--- src/rtl/dmem_arbiter.sv ---
// rtl/dmem_arbiter.sv - two-port round-robin arbiter and sequencer for the single-port data memory
module dmem_arbiter #(
    parameter int DEPTH     = 1024,
    parameter int MAX_BURST = 4
) (
    input  logic        clk,
    input  logic        rst,
    input  logic        p0_req,
    input  logic        p0_we,
    input  logic [31:0] p0_addr,
    input  logic [31:0] p0_wdata,
    output logic        p0_gnt,
    output logic        p0_rvalid,
    output logic [31:0] p0_rdata,
    output logic        p0_err,
    input  logic        p1_req,
    input  logic        p1_we,
    input  logic [31:0] p1_addr,
    input  logic [31:0] p1_wdata,
    output logic        p1_gnt,
    output logic        p1_rvalid,
    output logic [31:0] p1_rdata,
    output logic        p1_err,
    output logic [31:0] mem_a,
    output logic [31:0] mem_wd,
    output logic        mem_we,
    input  logic [31:0] mem_rd
);

    localparam logic [31:0] DEPTH_W = 32'(DEPTH);
    localparam logic [3:0]  MAX_B   = 4'(MAX_BURST);

    typedef enum logic [1:0] {
        IDLE = 2'd0,
        OWN0 = 2'd1,
        OWN1 = 2'd2
    } state_t;

    state_t      state;
    logic        owner;
    logic [3:0]  burst_cnt;

    logic        any_gnt;
    logic        sel_we;
    logic [31:0] sel_addr;
    logic [31:0] sel_wdata;
    logic        in_range;
    logic [31:0] rd_val;

    // owner holds the last-served port, so an IDLE tie goes to the other one
    always_comb begin
        p0_gnt = 1'b0;
        p1_gnt = 1'b0;
        if (rst) begin
            case (state)
                IDLE: begin
                    if (p0_req && p1_req) begin
                        p0_gnt = owner;
                        p1_gnt = !owner;
                    end else begin
                        p0_gnt = p0_req;
                        p1_gnt = p1_req;
                    end
                end
                OWN0: begin
                    if (p0_req && (burst_cnt < MAX_B || !p1_req))
                        p0_gnt = 1'b1;
                    else if (p1_req)
                        p1_gnt = 1'b1;
                end
                OWN1: begin
                    if (p1_req && (burst_cnt < MAX_B || !p0_req))
                        p1_gnt = 1'b1;
                    else if (p0_req)
                        p0_gnt = 1'b1;
                end
                default: begin
                    p0_gnt = 1'b0;
                    p1_gnt = 1'b0;
                end
            endcase
        end
    end

    always_comb begin
        any_gnt   = p0_gnt | p1_gnt;
        sel_we    = p1_gnt ? p1_we    : p0_we;
        sel_addr  = p1_gnt ? p1_addr  : p0_addr;
        sel_wdata = p1_gnt ? p1_wdata : p0_wdata;
        in_range  = sel_addr < DEPTH_W;
        mem_a     = any_gnt ? sel_addr  : 32'd0;
        mem_wd    = any_gnt ? sel_wdata : 32'd0;
        mem_we    = any_gnt & sel_we & in_range;
        rd_val    = (sel_we || !in_range) ? 32'd0 : mem_rd;
    end

    always_ff @(posedge clk) begin
        if (!rst) begin
            state     <= IDLE;
            owner     <= 1'b1;
            burst_cnt <= 4'd0;
        end else if (any_gnt) begin
            if (state != IDLE && p1_gnt == owner)
                burst_cnt <= (burst_cnt >= MAX_B) ? MAX_B : burst_cnt + 4'd1;
            else
                burst_cnt <= 4'd1;
            owner <= p1_gnt;
            state <= p1_gnt ? OWN1 : OWN0;
        end else begin
            state     <= IDLE;
            burst_cnt <= 4'd0;
        end
    end

    // Non-granted port keeps its last rdata; rvalid/err are single-cycle pulses
    always_ff @(posedge clk) begin
        if (!rst) begin
            p0_rvalid <= 1'b0;
            p0_err    <= 1'b0;
            p0_rdata  <= 32'd0;
            p1_rvalid <= 1'b0;
            p1_err    <= 1'b0;
            p1_rdata  <= 32'd0;
        end else begin
            p0_rvalid <= p0_gnt;
            p0_err    <= p0_gnt & !in_range;
            if (p0_gnt)
                p0_rdata <= rd_val;
            p1_rvalid <= p1_gnt;
            p1_err    <= p1_gnt & !in_range;
            if (p1_gnt)
                p1_rdata <= rd_val;
        end
    end

endmodule

--- config.mk ---
export PLATFORM = sky130hd
export DESIGN_NAME = dmem_arbiter
export DESIGN_NICKNAME = d
export VERILOG_FILES = /design/src/rtl/dmem_arbiter.sv
export SDC_FILE = /design/constraint.sdc
export NUM_CORES = 1
export LEC_CHECK = 0
export CORE_AREA = 2 2 116 118
export DETAILED_ROUTE_END_ITERATION = 12
export DIE_AREA = 0 0 118 120
export PLACE_DENSITY = 0.73
export SETUP_SLACK_MARGIN = 0.3
export SLEW_MARGIN = 20
export SYNTH_ARGS = -nofsm -noshare
export SYNTH_HDL_FRONTEND = slang
export SYNTH_SLANG_ARGS = --single-unit
--- constraint.sdc ---
create_clock -name clk -period 3.4 [get_ports clk]
set_input_delay 0.68 -clock clk [delete_from_list [all_inputs] [get_ports clk]]
set_output_delay 0.68 -clock clk [all_outputs]
set_load 0.01 [all_outputs]
==> summary.txt <==
part of the Yosys area used for sequential elements - 39.4%
Worst-Skew Late Latency - 0.33 ns
Die ar. - 14200 µm²
ys async rst share - 0%
# setup viols final - 0
Vias/cell - 5.35
Synth area leader - dfxtp_1
final hold violation count - 0
via count of the first global-routing pass - 4687
Hold Buf Count CTS - 0
cts bufs inserted - 9
Placement Cell Area - 7090 µm²
Root Driver - clkbuf_16
Final Cell Area - 7600 µm²
Die H - 120 µm
outcome - completed
peak supply drop - 0.240 mV
Worst Setup Start Kind - input port
Min Clock Period, post-route - 3.16 ns
Core ar. - 13000 µm²
worst slew pin tran - 0.655 ns
fmax - 317 MHz
RSZ-0062 raised after global routing - yes
Synthesis Warnings - 0
Final Max Tran Viols - 0
H-tree level count - 3
post-synthesis sequential element count - 75
Worst EP required - 2.72 ns
critical path class - input port to primary output
clock sink count - 75
count leader, synth - a22o_1
Synth top cells by count - a22o_1, dfxtp_1, inv_1
wire per inst - 21.6 µm
first-pass GRT wire length - 28100 µm
Setup Skew - 0.00732 ns
crit end category - primary output
worst hold path type - register to register
Slew HR - 56.1%
Die X-Extent - 118 µm
Synth Cell Area - 3810 µm²
fin nets - 842
post-route setup TNS - 0 ns
Port Buffers - 300
CTS clk-pin slew, worst paths - 0.06 ns
count of cell types in the netlist - 39
Leakage - 3.29 nW
global route overflow - 0
period utilization - 92.8%
Post-route DRC - 0
ANT nets after route - 0
Arr. time, crit path - 2.48 ns
overall power - 2.46 mW
io pins - 301
via count of the routed design - 4604
wirelength, routed - 18600 µm
flop2flop setup slack - 1.36 ns
largest net degree at the start of global routing - 35
CP max FO - 2
gpl congestion - 1.08
synthesized net count - 539
clock buffer depth - 2
initial antenna violation count - 5
layout cells sized above 1 - 14.4%
pwr/cell area - 324 nW/µm²
# rows - 42
number of synthesized flops with an enable pin - 0
Area growth, synth to finish - 99.5%
HPWL Detailed - 14000 µm
Mapped Cells - 372
Avg Cell Area, Syn - 10.2 µm²
# Max-Cap Violations - 0
GRT Util Overall - 25.7%
placed cell count - 834
Non-Filler Instances - 861
First-pass DRT Iterations - 4
first-iteration detailed-routing DRC count - 321
TritonCTS clock tree - built
starting density of the core - 29.3%
Yosys top cell area share - 39.4%
Fill cells - 1175
top_reg_cell synth - dfxtp_1
synth top area cells - dfxtp_1, a22o_1, o41ai_2, o211ai_1, inv_1
## logic make-up (layout without fill, tap and decap cells)
logic type	Yosys count	count (layout)	share of synthesized area [%]
buf+inv	76	384	8.97
fa+ha+maj	1	1	0.329
simple gates	42	42	6.51
compound gates	177	177	44.7
other cells	1	6	0.0985
flops	75	75	39.4
## timing repair
item / in CTS / in global routing
setup endpoints to repair: 66 / 16
gates resized for setup: 57 / 30
pin swaps: 2 / 9
setup buffers: 3 / 0
cloned: 3 / 0
## flip-flops by register name, indices dropped and copies added (netlist names)
signal     count
burst_cnt      4
owner          1
p0_err         1
p0_rdata      32
p0_rvalid      1
p1_err         1
p1_rdata      32
p1_rvalid      1
state          2
## critical path: stages
cell and delay, ns:
clkdlybuf4s50_1 0.45, nor4_2 0.23, nand4_1 0.15, or4_4 0.53
o32ai_2 0.26, buf_4 0.17
## per-layer routing
metal / part of all wire [%] / routed length, µm / track usage (%)
met4: 2.4 / 452 / 10.5
met3: 8.7 / 1620 / 7.70
met1: 40 / 7390 / 31.3
met5: 0 / 0 / 0
met2: 49 / 9130 / 42.3
## final timing paths
| check | start | endpoint | depth (start not counted) |
|---|---|---|---|
| max | p1_addr[18] | mem_we | 6 |
| min | p0_rdata[7] | p0_rdata[7] | 1 |
| max reg2reg | burst_cnt[2] | p0_rdata[1] | 5 |
| min reg2reg | p0_rdata[7] | p0_rdata[7] | 1 |
## report_power, final
part | total, mW | internal (mW) | switching, mW
clock | 0.937 | 0.570 | 0.367
sequential | 0.896 | 0.888 | 0.00831
combinational | 0.627 | 0.352 | 0.275
## area by class of cell
class                      count  area [µm²]  area share (%)
timing repair buffer         333        3360            44.3
multi-input combinational    221        2070            27.2
sequential                    75        1510            19.8
clock buffer                  10         229            3.01
tap                          176         220            2.90
inverter                      35         134            1.76
clock inverter                 6        65.1           0.856
antenna                        5        12.5           0.165
## through the flow
| stage | utilization (%) | hold WS (ns) | setup WS [ns] |
|---|---|---|---|
| 2_1_floorplan | - | 0.522 | 0.414 |
| 3_3_place_gp | 54.6 | 0.461 | -0.456 |
| 3_5_place_dp | 54.6 | 0.463 | -0.469 |
| 4_1_cts | 57.6 | 0.480 | 0.155 |
| 5_1_grt | 58.5 | 0.489 | 0.156 |
| 6_report | 58.5 | 0.476 | 0.245 |
## layout by cell type, fill, tap and decap left out, drive strengths merged, types with 8 or more instances in the layout
master	n
a22o	96
buf	33
clkbuf	10
clkdlybuf4s50	241
dfxtp	75
dlygate4sd2	37
dlymetal6s2s	20
inv	36
nor2	8
nor4	8
o211ai	33
o41ai	32
Note: power is estimated with default switching activity, not from simulation.
